--- src/rtl/ss_scan_controller_if.sv ---
// Load-side handshake bundle for the multiplexed 7-segment scan controller.
// The master supplies digit values and the blanking mode. The slave returns the display ack.
interface ss_scan_controller_if #(
    parameter int unsigned NUM_DIGITS = 4
);
    logic [4*NUM_DIGITS-1:0] bcd_in;
    logic                    load;
    logic                    load_ack;
    logic                    lz_blank_en;

    modport master (output bcd_in, output load, output lz_blank_en, input load_ack);
    modport slave  (input bcd_in, input load, input lz_blank_en, output load_ack);
endinterface

--- src/rtl/ss_scan_controller.sv ---
// Round-robin common-anode digit scanner sharing one BCD-to-7-segment decoder.
// Display values are double-buffered and only swapped at a frame boundary.
module ss_scan_controller #(
    parameter int unsigned NUM_DIGITS = 4,
    parameter int unsigned SCAN_DIV   = 50000,
    parameter int unsigned BLANK_GAP  = 16
) (
    input  logic                  clk,
    input  logic                  rst_n,
    ss_scan_controller_if.slave   bus,
    output logic [3:0]            dec_code,
    input  logic [6:0]            ss_in,
    output logic [6:0]            seg,
    output logic [NUM_DIGITS-1:0] dig_en,
    output logic                  frame_done
);
    localparam int unsigned CNT_MAX = (SCAN_DIV > BLANK_GAP) ? SCAN_DIV : BLANK_GAP;
    localparam int unsigned CW      = $clog2(CNT_MAX + 1);
    localparam int unsigned IDXW    = (NUM_DIGITS > 1) ? $clog2(NUM_DIGITS) : 1;
    localparam int unsigned DW      = 4 * NUM_DIGITS;

    localparam logic [CW-1:0]   GAP_LAST   = CW'(BLANK_GAP - 1);
    localparam logic [CW-1:0]   DWELL_LAST = CW'(SCAN_DIV - 1);
    localparam logic [IDXW-1:0] IDX_LAST   = IDXW'(NUM_DIGITS - 1);

    typedef enum logic {S_GAP, S_DWELL} state_t;

    state_t                 state_q, state_d;
    logic [CW-1:0]          cnt_q, cnt_d;
    logic [IDXW-1:0]        idx_q, idx_d;
    logic [DW-1:0]          disp_q, disp_d;
    logic [DW-1:0]          pend_q, pend_d;
    logic                   pend_valid_q, pend_valid_d;
    logic [6:0]             seg_q, seg_d;
    logic [NUM_DIGITS-1:0]  dig_en_q, dig_en_d;
    logic                   load_ack_q, load_ack_d;
    logic                   frame_done_q, frame_done_d;

    logic [NUM_DIGITS-1:0]  lead_zero;
    logic                   zeros_above;
    logic                   blank;
    logic                   last_idx;

    // lead_zero[i] is set when digit i and every more-significant digit are zero
    always_comb begin
        zeros_above = 1'b1;
        lead_zero   = '0;
        for (int unsigned k = 0; k < NUM_DIGITS; k++) begin
            zeros_above = zeros_above && (disp_q[4*(NUM_DIGITS-1-k) +: 4] == 4'd0);
            lead_zero[NUM_DIGITS-1-k] = zeros_above;
        end
    end

    assign blank    = bus.lz_blank_en && (idx_q != '0) && lead_zero[idx_q];
    assign last_idx = (idx_q == IDX_LAST);
    assign dec_code = disp_q[{idx_q, 2'b00} +: 4];

    always_comb begin
        state_d      = state_q;
        cnt_d        = cnt_q + 1'b1;
        idx_d        = idx_q;
        disp_d       = disp_q;
        pend_d       = pend_q;
        pend_valid_d = pend_valid_q;
        seg_d        = seg_q;
        dig_en_d     = dig_en_q;
        load_ack_d   = 1'b0;
        frame_done_d = 1'b0;

        case (state_q)
            S_GAP: begin
                if (cnt_q == GAP_LAST) begin
                    cnt_d           = '0;
                    state_d         = S_DWELL;
                    seg_d           = blank ? 7'h7F : ss_in;
                    dig_en_d        = '1;
                    dig_en_d[idx_q] = 1'b0;
                end
            end
            S_DWELL: begin
                if (cnt_q == DWELL_LAST) begin
                    cnt_d    = '0;
                    state_d  = S_GAP;
                    seg_d    = 7'h7F;
                    dig_en_d = '1;
                    idx_d    = last_idx ? '0 : idx_q + 1'b1;
                    if (last_idx) begin
                        frame_done_d = 1'b1;
                        if (pend_valid_q) begin
                            disp_d       = pend_q;
                            pend_valid_d = 1'b0;
                            load_ack_d   = 1'b1;
                        end
                    end
                end
            end
            default: begin
                cnt_d   = '0;
                state_d = S_GAP;
            end
        endcase

        // A load coinciding with the boundary refills pend after the old value moved to disp
        if (bus.load) begin
            pend_d       = bus.bcd_in;
            pend_valid_d = 1'b1;
        end
    end

    always_ff @(posedge clk or negedge rst_n) begin
        if (!rst_n) begin
            state_q      <= S_GAP;
            cnt_q        <= '0;
            idx_q        <= '0;
            disp_q       <= '0;
            pend_q       <= '0;
            pend_valid_q <= 1'b0;
            seg_q        <= 7'h7F;
            dig_en_q     <= '1;
            load_ack_q   <= 1'b0;
            frame_done_q <= 1'b0;
        end else begin
            state_q      <= state_d;
            cnt_q        <= cnt_d;
            idx_q        <= idx_d;
            disp_q       <= disp_d;
            pend_q       <= pend_d;
            pend_valid_q <= pend_valid_d;
            seg_q        <= seg_d;
            dig_en_q     <= dig_en_d;
            load_ack_q   <= load_ack_d;
            frame_done_q <= frame_done_d;
        end
    end

    assign seg          = seg_q;
    assign dig_en       = dig_en_q;
    assign frame_done   = frame_done_q;
    assign bus.load_ack = load_ack_q;
endmodule
--- src/flat_wrapper.sv ---
// flat-port wrapper written by rule: the top's interface ports become plain ports
module ss_scan_controller_flat 
#(
    parameter int unsigned NUM_DIGITS = 4,
    parameter int unsigned SCAN_DIV   = 50000,
    parameter int unsigned BLANK_GAP  = 16
)
  (clk, rst_n, dec_code, ss_in, seg, dig_en, frame_done, bus_bcd_in, bus_load, bus_lz_blank_en, bus_load_ack);
  ss_scan_controller_if #(.NUM_DIGITS(NUM_DIGITS)) bus_i ();
  input  logic clk;
  input  logic rst_n;
  output logic [3:0] dec_code;
  input  logic [6:0] ss_in;
  output logic [6:0] seg;
  output logic [NUM_DIGITS-1:0] dig_en;
  output logic frame_done;
  input wire logic [$bits(bus_i.bcd_in)-1:0] bus_bcd_in;
  input wire logic [$bits(bus_i.load)-1:0] bus_load;
  input wire logic [$bits(bus_i.lz_blank_en)-1:0] bus_lz_blank_en;
  output wire logic [$bits(bus_i.load_ack)-1:0] bus_load_ack;
  assign bus_i.bcd_in = bus_bcd_in;
  assign bus_i.load = bus_load;
  assign bus_i.lz_blank_en = bus_lz_blank_en;
  assign bus_load_ack = bus_i.load_ack;
  ss_scan_controller #(.NUM_DIGITS(NUM_DIGITS), .SCAN_DIV(SCAN_DIV), .BLANK_GAP(BLANK_GAP)) u_core (.clk(clk), .rst_n(rst_n), .bus(bus_i), .dec_code(dec_code), .ss_in(ss_in), .seg(seg), .dig_en(dig_en), .frame_done(frame_done));
endmodule
--- config.mk ---
export PLATFORM = sky130hd
export DESIGN_NAME = ss_scan_controller_flat
export DESIGN_NICKNAME = d
export VERILOG_FILES = /design/src/rtl/ss_scan_controller_if.sv /design/src/rtl/ss_scan_controller.sv /design/src/flat_wrapper.sv
export SDC_FILE = /design/constraint.sdc
export NUM_CORES = 1
export LEC_CHECK = 0
export CAP_MARGIN = 10
export CORE_ASPECT_RATIO = 2
export CORE_UTILIZATION = 55
export DETAILED_ROUTE_END_ITERATION = 8
export DONT_BUFFER_PORTS = 1
export GPL_TIMING_DRIVEN = 0
export PLACE_DENSITY = 0.82
export SYNTH_ARGS = -nofsm -noshare
export SYNTH_HDL_FRONTEND = slang
export SYNTH_SLANG_ARGS = --single-unit
--- constraint.sdc ---
create_clock -name clk -period 2.2 [get_ports clk]
set_clock_uncertainty 0.05 [all_clocks]
set_input_delay 0.22 -clock clk [delete_from_list [all_inputs] [get_ports clk]]
set_output_delay 0.22 -clock clk [all_outputs]
set_load 0.02 [all_outputs]
## Yosys cells after proc, flatten, opt, wreduce, memory -nomap -nowiden

Cells that the tools add are included.
W data, S select, Z words.

- Logic and storage cells: 69
- Bits in registers: 65
- Output and inout bits: 17

- Add/sub/neg operators: 2
- Magnitude comparators: 2
- Bitwise logic cells: 2
- Shift-type cells: 1
- Equal/unequal tests: 5
- Reductions and logical operators: 18
- Mux-type cells: 29

Operators with widths:

| kind | number |
|---|---|
| $mux W16 | 2 |
| $pmux W16 S2 | 1 |
| $mux W7 | 3 |
| $add A16 B1 Y16 const B | 1 |
| $eq A16 B16 Y1 const B | 1 |
| $eq A16 B4 Y1 const B | 1 |
| $logic_not A4 Y1 | 4 |
| $shiftx A16 B5 Y4 | 1 |
| $mux W1 | 15 |
| $pmux W7 S2 | 1 |
| $mux W4 | 2 |
| $pmux W4 S2 | 1 |
| $reduce_bool A2 Y1 | 4 |
| $logic_and A1 B1 Y1 | 6 |
| $not A4 Y4 | 1 |
| $reduce_and A2 Y1 | 2 |
| $reduce_and A4 Y1 | 1 |
| $lt A2 B3 Y1 const B | 1 |
| $reduce_and A3 Y1 | 1 |
| $add A2 B1 Y2 const B | 1 |
| $bmux W1 S2 | 1 |
| $demux W1 S2 | 1 |
| $eq A2 B2 Y1 const B | 1 |
| $ge A2 B1 Y1 const B | 1 |
| other kinds (5) | 5 |

## Longest topological paths before layout

- Word-level depth: 10
- Depth in mapped cells: 7
- Gate-level depth less buffers: 5

## Least setup slack after synthesis

Ideal clock, no wire load.

- Path type: reg2reg
- Start: register u_core.cnt_q[0]
- End: register u_core.disp_q[10]
- Clock period less this slack: 1.797 ns
- Stages on the path, launching flop included: 8
- Buffers on the path: 2
- Data required time: 2.025 ns
- Path slack: 0.403 ns
- Arrival time: 1.621 ns
- Cells stage by stage: dfrtp_1 > ha_1 > and3_1 > buf_2 > and3_4 > nand4_4 > buf_6 > mux2_4

- Longest elaborated chain between the ends: 2

Ends and longest elaborated chain:

| item | line | RTL |
|---|---|---|
| from (decl) | ss_scan_controller.sv:29 | `logic [CW-1:0] cnt_q, cnt_d;` |
| from (signal assigned) | ss_scan_controller.sv:124 | `cnt_q <= cnt_d;` |
| $eq A16 B16 Y1 | ss_scan_controller.sv:81 | `if (cnt_q == DWELL_LAST) begin` |
| $reduce_and A4 Y1 (no source line) | - |  |
| to (signal assigned) | ss_scan_controller.sv:126 | `disp_q <= disp_d;` |
| to (decl) | ss_scan_controller.sv:31 | `logic [DW-1:0] disp_q, disp_d;` |

Every way passes these cells.
A chain may end at the register's enable or synchronous reset.

## Final worst setup path

- Start: register u_core.cnt_q[0]
- End: register u_core.disp_q[7]

The elaborated chain is that of the path after synthesis.

==> key figures <==
Outcome
  • Status: complete, no violations

Placed design
  • Routability cong.: 0.8144
  • Hpwl dp: around 3700 µm
  • Post-Place Cells: between 200 and 300
  • Setup WS pre-CTS: approximately 0.12 ns
  • Input/output buffers: 0

Drt
  • Post-route ant nets: 0
  • Initial drt markers: 25
  • Detailed Routing Iterations Pass 1: 4
  • Via count: 1,770
  • DRC viols: 0
  • Avg Vias per Cell: 5.842
  • Post-detailed-route wirelength per cell: roughly 18 µm
  • Routed WL: approximately 5400 µm

Global route
  • Largest net degree at the start of global routing: 66
  • Initial antenna violation count: 0
  • Total grt overflow: 0
  • Vias in the first global route: between 1.5k and 2k
  • Total GRT Usage: about a quarter
  • First-pass GRT wire length: 9142 µm

Synthesis
  • Post-synth EDFFs: 0
  • Async set-or-reset flop fraction in the synthesized netlist: between 90% and 100%
  • #FFs+latches synth: 65
  • Post-synthesis sequential area ratio: between 50 and 60%
  • Cells after Synth: between 200 and 250
  • Yosys cell types: 36
  • Top_reg_cell synth: dfrtp_1
  • Avg Cell Area, Syn: around 14 µm²
  • Mapped cell area: around 2800 µm²
  • Yosys warns: 0
  • Syn nets: between 200 and 250

Clocking
  • Root buf cell: clkbuf_8
  • Setup repair bufs after CTS: 0
  • Clk buf depth: 2
  • Clock transition at path regs: 0.07 ns
  • Total CTS buffers: 9
  • Worst-Skew Late Latency: between 0.3 and 0.4 ns
  • CTS tree: done
  • Clock Sinks: 65
  • H-tree depth: 3

Min path
  • Hold Path Cell Cnt: 3
  • Class of the worst hold path: input port to flip-flop

STA
  • RSZ-0062 raised after global routing: false
  • Minimum clock period: ~2 ns
  • Slew Limit Fails: 0
  • Final worst slack: 0.2364 ns
  • Total Neg Setup Slack: 0 ns
  • Slew headroom: between 60% and 70%
  • Setup violations, final: 0
  • F_max: approximately 510 MHz
  • Least-Margin Pin Slew: 0.5295 ns
  • Final hold violation count: 0
  • Final hold slack: about 0.30 ns
  • Tcrit/Tclk final: 89.26%

Final layout
  • Fill cells: 336
  • Layout cells sized above 1: approximately 30%
  • Antenna diode count: 0
  • Nets@finish: approximately 270
  • Non-filler instance count after layout: roughly 300
  • Area growth syn-to-layout: 19.54%
  • Area of the multi-input gates: approximately 1200 µm²
  • Final Util: around 69%
  • Register area: between 1500 and 2000 µm²

Die
  • Die W: around 53 µm
  • Rows: 36
  • CORE AREA: between 4000 and 5000 µm²
  • IO Pins: 44
  • Initial core utilization: between 50% and 60%
  • Height of the chip: around 100 µm
  • Die area: between 5000 and 6000 µm²

Setup path
  • Worst setup EP type: flip-flop
  • R2R depth: 7
  • Crit Path Class: flip-flop to flip-flop
  • Startpoint Class: flip-flop
  • Critical path peak fanout: 10
  • Arrival time at the worst endpoint: about 2.1 ns
  • WP data required: 2.38 ns

Run
  • Max_cap viols: 0

Power
  • Pwr Density: around 710 nW/µm²
  • Peak VDD IR: 0.0008409 V
  • Cell leakage power: about 1.5 nW
## metal layers
| layer | vias up | routed length (µm) | global-route usage [%] |
|---|---|---|---|
| li1 | 824 | - | - |
| met1 | 896 | 1968 | 27.19 |
| met2 | 41 | 3061 | 37.88 |
| met3 | 9 | 207 | 6.167 |
| met4 | 0 | 131 | 12.59 |
| met5 | - | 0 | 0 |
## path summary, 6_finish.rpt
path | from | to | slack [ns]
max | u_core.cnt_q[0]$_DFF_PN0_ | u_core.disp_q[7]$_DFFE_PN0P_ | 0.24
min | bus_lz_blank_en | u_core.seg[3]$_DFFE_PN1P_ | 0.30
max reg2reg | u_core.cnt_q[0]$_DFF_PN0_ | u_core.disp_q[7]$_DFFE_PN0P_ | 0.24
min in group asynchronous | rst_n | u_core.idx_q[1]$_DFFE_PN0P_ | 0.37
min reg2reg | u_core.cnt_q[0]$_DFF_PN0_ | u_core.cnt_q[0]$_DFF_PN0_ | 0.42
max in group asynchronous | rst_n | u_core.dig_en[3]$_DFFE_PN1P_ | 1.45
## logic make-up (layout without fill, tap and decap cells)
logic type / count (synthesis) / after routing / share of synthesized area [%]
muxes: 38 / 38 / 17.83
adders and majority gates: 5 / 5 / 2.201
and+or+nand+nor: 52 / 52 / 10.65
AOI/OAI and AO/OA: 21 / 21 / 5.986
xor gates and xnor gates: 12 / 12 / 3.697
buffers and inverters: 12 / 53 / 1.936
DFF: 65 / 65 / 57.70
## where the power goes
group          switching [W]  leakage, nW  internal (W)  total [W]
Combinational      0.0000429        0.614     0.0000657   0.000109
Clock               0.000430        0.107      0.000615    0.00105
Sequential         0.0000291        0.814       0.00124    0.00127
## flip-flops by register name, summed over array words and instances (netlist names)
| register | count |
|---|---|
| u_core.pend_valid_q | 1 |
| u_core.cnt_q | 16 |
| u_core.seg | 7 |
| u_core.frame_done | 1 |
| u_core.state_q | 1 |
| u_core.dig_en | 4 |
| u_core.idx_q | 2 |
| u_core.bus.load_ack | 1 |
| u_core.pend_q | 16 |
| u_core.disp_q | 16 |
## per-stage QoR
step	total power, W	instance area, µm²
after floorplan	0.001323	2843
after detailed placement	0.001336	2914
final	0.002421	3398
after CTS	0.002447	3379
after global placement	0.001332	2914
after global routing	0.002523	3398
## cell type report
class	instances	share of cell area [%]
Sequential cell	65	48.27
Multi-Input combinational cell	128	33.98
Timing Repair Buffer	25	7.879
Clock buffer	14	5.081
Tap cell	57	2.099
Buffer	8	1.215
Clock inverter	2	1.031
Inverter	4	0.4418
## what timing repair did
action / CTS / global route
setup endpoints to repair: 0 / 7
hold endpoints to repair: 87 / 1
gates resized for setup: 0 / 3
hold buffers: 24 / 1
## cell usage in the layout, fill, tap and decap left out, drive strengths merged, types with 2 or more instances in the layout
cell type,count
a21oi,4
a2bb2oi,4
and2,2
and3,6
buf,5
clkbuf,18
dfrtp,54
dfstp,11
dlygate4sd3,24
ha,5
inv,4
mux2,34
mux4,4
nand2,6
nand3,10
nand4,3
nor2,12
nor3,2
nor4,6
o21ai,2
o31ai,2
o32a,7
xnor2,4
xor2,8
## worst max-delay path, stage by stage, from the launching register on
cell and delay [ns]:
dfrtp_1 0.38, ha_1 0.19, and3_1 0.15, buf_2 0.16, and3_4 0.23, nand4_4 0.18
buf_6 0.21, mux2_4 0.30
## Yosys cell counts, types with 4 or more instances
cell | instances | share of area (%)
mux2_4 | 9 | 4.8
dfstp_2 | 11 | 10
nor4_1 | 5 | 1.1
xor2_1 | 8 | 2.5
dfrtp_1 | 54 | 48
ha_1 | 5 | 2.2
a2bb2oi_1 | 4 | 1.2
clkbuf_1 | 4 | 0.53
o32a_1 | 7 | 2.5
nand2_1 | 6 | 0.79
xnor2_1 | 4 | 1.2
nand3_1 | 10 | 1.8
inv_1 | 4 | 0.53
mux4_2 | 4 | 3.2
mux2_2 | 25 | 9.9
nor2_1 | 12 | 1.6
and3_1 | 5 | 1.1
a21oi_1 | 4 | 0.70
Note: power is estimated with default switching activity, not from simulation.
